File: src/rtl/fir_tap_feeder.sv
// Symmetric FIR pair feeder: one accepted sample yields PAIRS registered (x[i], x[TAPS-1-i], c[i]) beats, first beat one cycle after the accepting edge.
// s_ready is low for the whole pair sequence; a held s_valid is taken on the first edge back in IDLE.
module fir_tap_feeder #(
    parameter int DATA_BITS = 16,
    parameter int COEF_BITS = 16,
    parameter int TAPS      = 15,
    localparam int PAIRS    = (TAPS + 1) / 2,
    localparam int AW       = (PAIRS > 1) ? $clog2(PAIRS) : 1
) (
    input  logic                 clk,
    input  logic                 rst,
    input  logic                 s_valid,
    input  logic [DATA_BITS-1:0] s_data,
    output logic                 s_ready,
    input  logic                 coef_we,
    input  logic [AW-1:0]        coef_addr,
    input  logic [COEF_BITS-1:0] coef_wdata,
    output logic                 busy,
    output logic                 en,
    output logic [DATA_BITS-1:0] data_a,
    output logic [DATA_BITS-1:0] data_b,
    output logic [COEF_BITS-1:0] coef,
    output logic                 first,
    output logic                 last
);

    localparam int            XW       = $clog2(TAPS);
    localparam bit            ODD      = (TAPS % 2) == 1;
    localparam logic [AW-1:0] LAST_IDX = AW'(PAIRS - 1);

    typedef enum logic {IDLE, RUN} state_t;

    state_t               state;
    state_t               state_nxt;
    logic [AW-1:0]        idx;
    logic [XW-1:0]        a_idx;
    logic [XW-1:0]        b_idx;
    logic                 idx_last;
    logic                 accept;
    logic [DATA_BITS-1:0] x [TAPS];
    logic [COEF_BITS-1:0] c [PAIRS];

    assign a_idx    = XW'(idx);
    assign b_idx    = XW'(TAPS - 1) - XW'(idx);
    assign idx_last = (idx == LAST_IDX);
    assign accept   = s_valid && s_ready;

    always_ff @(posedge clk or posedge rst) begin
        if (rst) begin
            state <= IDLE;
        end else begin
            state <= state_nxt;
        end
    end

    always_comb begin
        state_nxt = state;
        case (state)
            IDLE:    if (s_valid) state_nxt = RUN;
            RUN:     if (idx_last) state_nxt = IDLE;
            default: state_nxt = IDLE;
        endcase
    end

    always_comb begin
        s_ready = (state == IDLE);
        busy    = (state != IDLE);
    end

    // Out-of-range pair indices are dropped rather than aliased onto a real entry.
    always_ff @(posedge clk or posedge rst) begin
        if (rst) begin
            for (int k = 0; k < PAIRS; k++) c[k] <= '0;
        end else if (coef_we && ({1'b0, coef_addr} < (AW + 1)'(PAIRS))) begin
            c[coef_addr] <= coef_wdata;
        end
    end

    always_ff @(posedge clk or posedge rst) begin
        if (rst) begin
            for (int k = 0; k < TAPS; k++) x[k] <= '0;
            idx    <= '0;
            en     <= 1'b0;
            first  <= 1'b0;
            last   <= 1'b0;
            data_a <= '0;
            data_b <= '0;
            coef   <= '0;
        end else begin
            en    <= 1'b0;
            first <= 1'b0;
            last  <= 1'b0;
            if (state == IDLE) begin
                if (accept) begin
                    for (int k = TAPS - 1; k > 0; k--) x[k] <= x[k-1];
                    x[0] <= s_data;
                    idx  <= '0;
                end
            end else begin
                en     <= 1'b1;
                first  <= (idx == '0);
                last   <= idx_last;
                data_a <= x[a_idx];
                // Centre tap of an odd filter appears once, so its mirror is zeroed.
                data_b <= (ODD && idx_last) ? '0 : x[b_idx];
                coef   <= c[idx];
                idx    <= idx_last ? '0 : idx + 1'b1;
            end
        end
    end

endmodule
File: config.mk
export PLATFORM = sky130hd
export DESIGN_NAME = fir_tap_feeder
export DESIGN_NICKNAME = d
export VERILOG_FILES = /design/src/rtl/fir_tap_feeder.sv
export SDC_FILE = /design/constraint.sdc
export NUM_CORES = 1
export LEC_CHECK = 0
export BUFFER_PORTS_ARGS = -buffer_cell sky130_fd_sc_hd__buf_2
export CAP_MARGIN = 40
export CORE_MARGIN = 1
export CORE_UTILIZATION = 25
export DETAILED_ROUTE_END_ITERATION = 10
export PLACE_DENSITY_LB_ADDON = 0.1
export SLEW_MARGIN = 20
export SYNTH_ARGS = -nofsm -noshare
export SYNTH_HDL_FRONTEND = slang
export SYNTH_SLANG_ARGS = --single-unit
File: constraint.sdc
create_clock -name clk -period 14.4 [get_ports clk]
set_clock_uncertainty 0.05 [all_clocks]
set_input_delay 2.88 -clock clk [delete_from_list [all_inputs] [get_ports clk]]
set_output_delay 2.88 -clock clk [all_outputs]
set_load 0.02 [all_outputs]
==> results.toml <==
[status]
status = "completed"

[grt]
top_usage_layer = "met2"
grtUsageTotal = 0.127
first_global_vias = 11900
met1_usage = 0.168
met3_usage = 0.0252
use_met2 = 0.212
grt_pass1_wl_mm = 76.9
overflow = 0
antenna_found_initial = 4
grt_max_degree = 150

[setup_path]
crit_type = "primary input to asynchronous set/reset pin"
end_kind = "asynchronous set/reset pin"
reg2reg_from = "idx[1]"
critPathRequiredTime_ns = 15.11
reg2reg_depth = 6
crit_slowest_cell = "buf_12"
ff2ff_setup_slack_ns = 10.45
cpPeakStageDelay_ns = 0.55
worstPathArrival_ns = 5.70
start_kind = "primary input"
crit_chain = "buf_2 -> clkinvlp_4 -> buf_4 -> buf_16 -> buf_12 -> buf_4 -> buf_12"
r2r_end = "data_b[1]"
cp_max_fo = 149

[clocking]
cts_setup_buffers = 0
cts_buffers = 50
cts_buffer_depth = 3
ctsResizeCount = 0
cts_root_buffer = "clkbuf_16"
ctsHoldBuffers = 0
h-tree-depth = 2
clk_latency_ns = 0.59
cts_tree = "done"
path_clk_slew_ns = 0.06
cts_sinks = 423

[power]
powerDensity_mw_per_mm2 = 222
combinationalPowerShare = 0.360
switching_power_mw = 1.73
finalPower_mw = 5.08
switching_share = 0.340
seq_power_share = 0.385
internal-power_mw = 3.35
vdd_drop_max_uv = 127
leakage_nw = 10.1
clkPwrFrac = 0.255

[route]
wl_per_cell_um = 20.4
drc = 0
vias_per_cell = 4.54
wl_mm = 49.0
final_antenna_net_count = 0
drtPass1Iterations = 4
route.vias.total = 10900
drt-initial-drc-count = 398

[cells_and_area]
most-common-layout-cells = "419 x dfrtp_1, 363 x mux2_2, 92 x mux4_2"
final_util = 0.296
final_cell_area_mm2 = 0.0229
final_common_cell = "dfrtp_1"
area_growth_pct = 17.1
final_cells = 2401
layout-drive-gt1-share = 0.501
antenna_cells = 0
nNetsFinal = 1363

[place]
placed_area_mm2 = 0.0212
place_worst_setup_slack_ns = 8.41
post-place-cells = 2305
globalplace.congestion = 0.676
dp_hpwl_mm = 30.2
io_buffers = 91

[die]
die-area_mm2 = 0.0794
die_h_um = 282
fp.dieW_um = 282
io_pins = 92
row_count = 102
start_util = 0.253
core_area_mm2 = 0.0775

[yosys]
syn-num-nets = 1274
synth_area_per_cell_um2 = 15.9
synthDistinctLibCells = 49
yosys_most_used_dff = "dfrtp_1"
synth_edf_count = 0
yosys_warnings = 0
syn_inst = 1231
synthArstFlopShare = 1.00
yosysSeqAreaShare = 0.541
syn-cell-area_mm2 = 0.0196
ys_ff_latch = 423

[min_path]
hold_start = "c[56]"
hp-class = "flop to flop"
worst_hold_path.num_cells = 1
hold_end = "c[56]"

[sta]
fin_crit_sh = 0.346
fin_tns_setup_ns = 0
fmax_mhz = 201
period_needed_ns = 4.99
fin_ws_ns = 9.41
slew_headroom = 0.383
hold_slack_ns = 0.434
final_hold_viol_count = 0
tightest_slew_ns = 0.926
final-setup-viol-count = 0
final_max_slew_viol_count = 0
rsz0062_at_grt = "false"

[job]
cap_violations = 0
final cells by class:
type,count,area [um^2]
clock inverter,12,143
sequential,423,10600
tap,1040,1300
fill,7825,54500
multi-input combinational,701,8370
clock buffer,81,1540
timing repair buffer,126,913
inverter,18,71.3
worst max-delay path: cells and delay by family:
family                 cells  cell delay [ns]
buffers and inverters      7             2.53
flip-flops by register name (all words and copies together) (netlist names):
name,count
busy,1
c,128
coef,16
data_a,16
data_b,16
en,1
first,1
idx,3
last,1
x,240
synth_stat cells (2+ instances only):
cell	n	area share
a211oi_1	2	0.00077
a21oi_1	34	0.0087
a221o_1	2	0.0010
a22oi_1	15	0.0058
a32oi_1	2	0.00089
and3_1	2	0.00064
buf_2	50	0.013
buf_4	14	0.0054
buf_6	11	0.0063
buf_8	2	0.0015
clkbuf_1	8	0.0015
dfrtp_1	423	0.54
ha_1	4	0.0026
inv_1	17	0.0033
mux2_1	7	0.0040
mux2_2	363	0.21
mux2i_1	68	0.035
mux4_1	12	0.016
mux4_2	92	0.11
mux4_4	2	0.0026
nand2_1	9	0.0017
nand4b_2	3	0.0023
nor2_1	35	0.0067
nor2b_1	2	0.00064
nor3_2	2	0.0010
nor3b_4	2	0.0019
o221ai_1	13	0.0058
o2bb2ai_1	14	0.0063
power groups by stage:
stage | sequential, mW | combinational (mW) | clock [mW]
6_report | 1.96 | 1.83 | 1.30
3_5_place_dp | 1.99 | 1.88 | 0
4_1_cts | 1.97 | 1.89 | 1.36
2_1_floorplan | 1.89 | 1.42 | 0
3_3_place_gp | 1.98 | 1.84 | 0
5_1_grt | 2.03 | 2.01 | 1.40
per-layer routing:
layer | vias up | wire length (um)
li1 | 4844 | -
met1 | 5833 | 21800
met2 | 144 | 24100
met3 | 71 | 1930
met4 | 2 | 1060
met5 | - | 13
worst max path at each step:
stage | end | start | cells past startpoint | slack (ns)
3_5_place_dp | x[135] | rst | 6 | 8.41
5_1_grt | x[119] | rst | 7 | 9.04
2_1_floorplan | busy | rst | 1 | 5.76
6_report | data_b[10] | rst | 7 | 9.41
4_1_cts | x[135] | rst | 6 | 9.07
3_3_place_gp | x[55] | rst | 5 | 8.26
cells by family after synthesis:
logic type / synth area share
AO/OA/AOI/OAI: 0.0320
multiplexers: 0.372
AND/OR/NAND/NOR: 0.0188
buffers and inverters: 0.0332
adder cells (fa/ha/maj): 0.00256
XOR/XNOR: 0.000831
flip-flops: 0.541
Note: power is estimated with default switching activity, not from simulation.
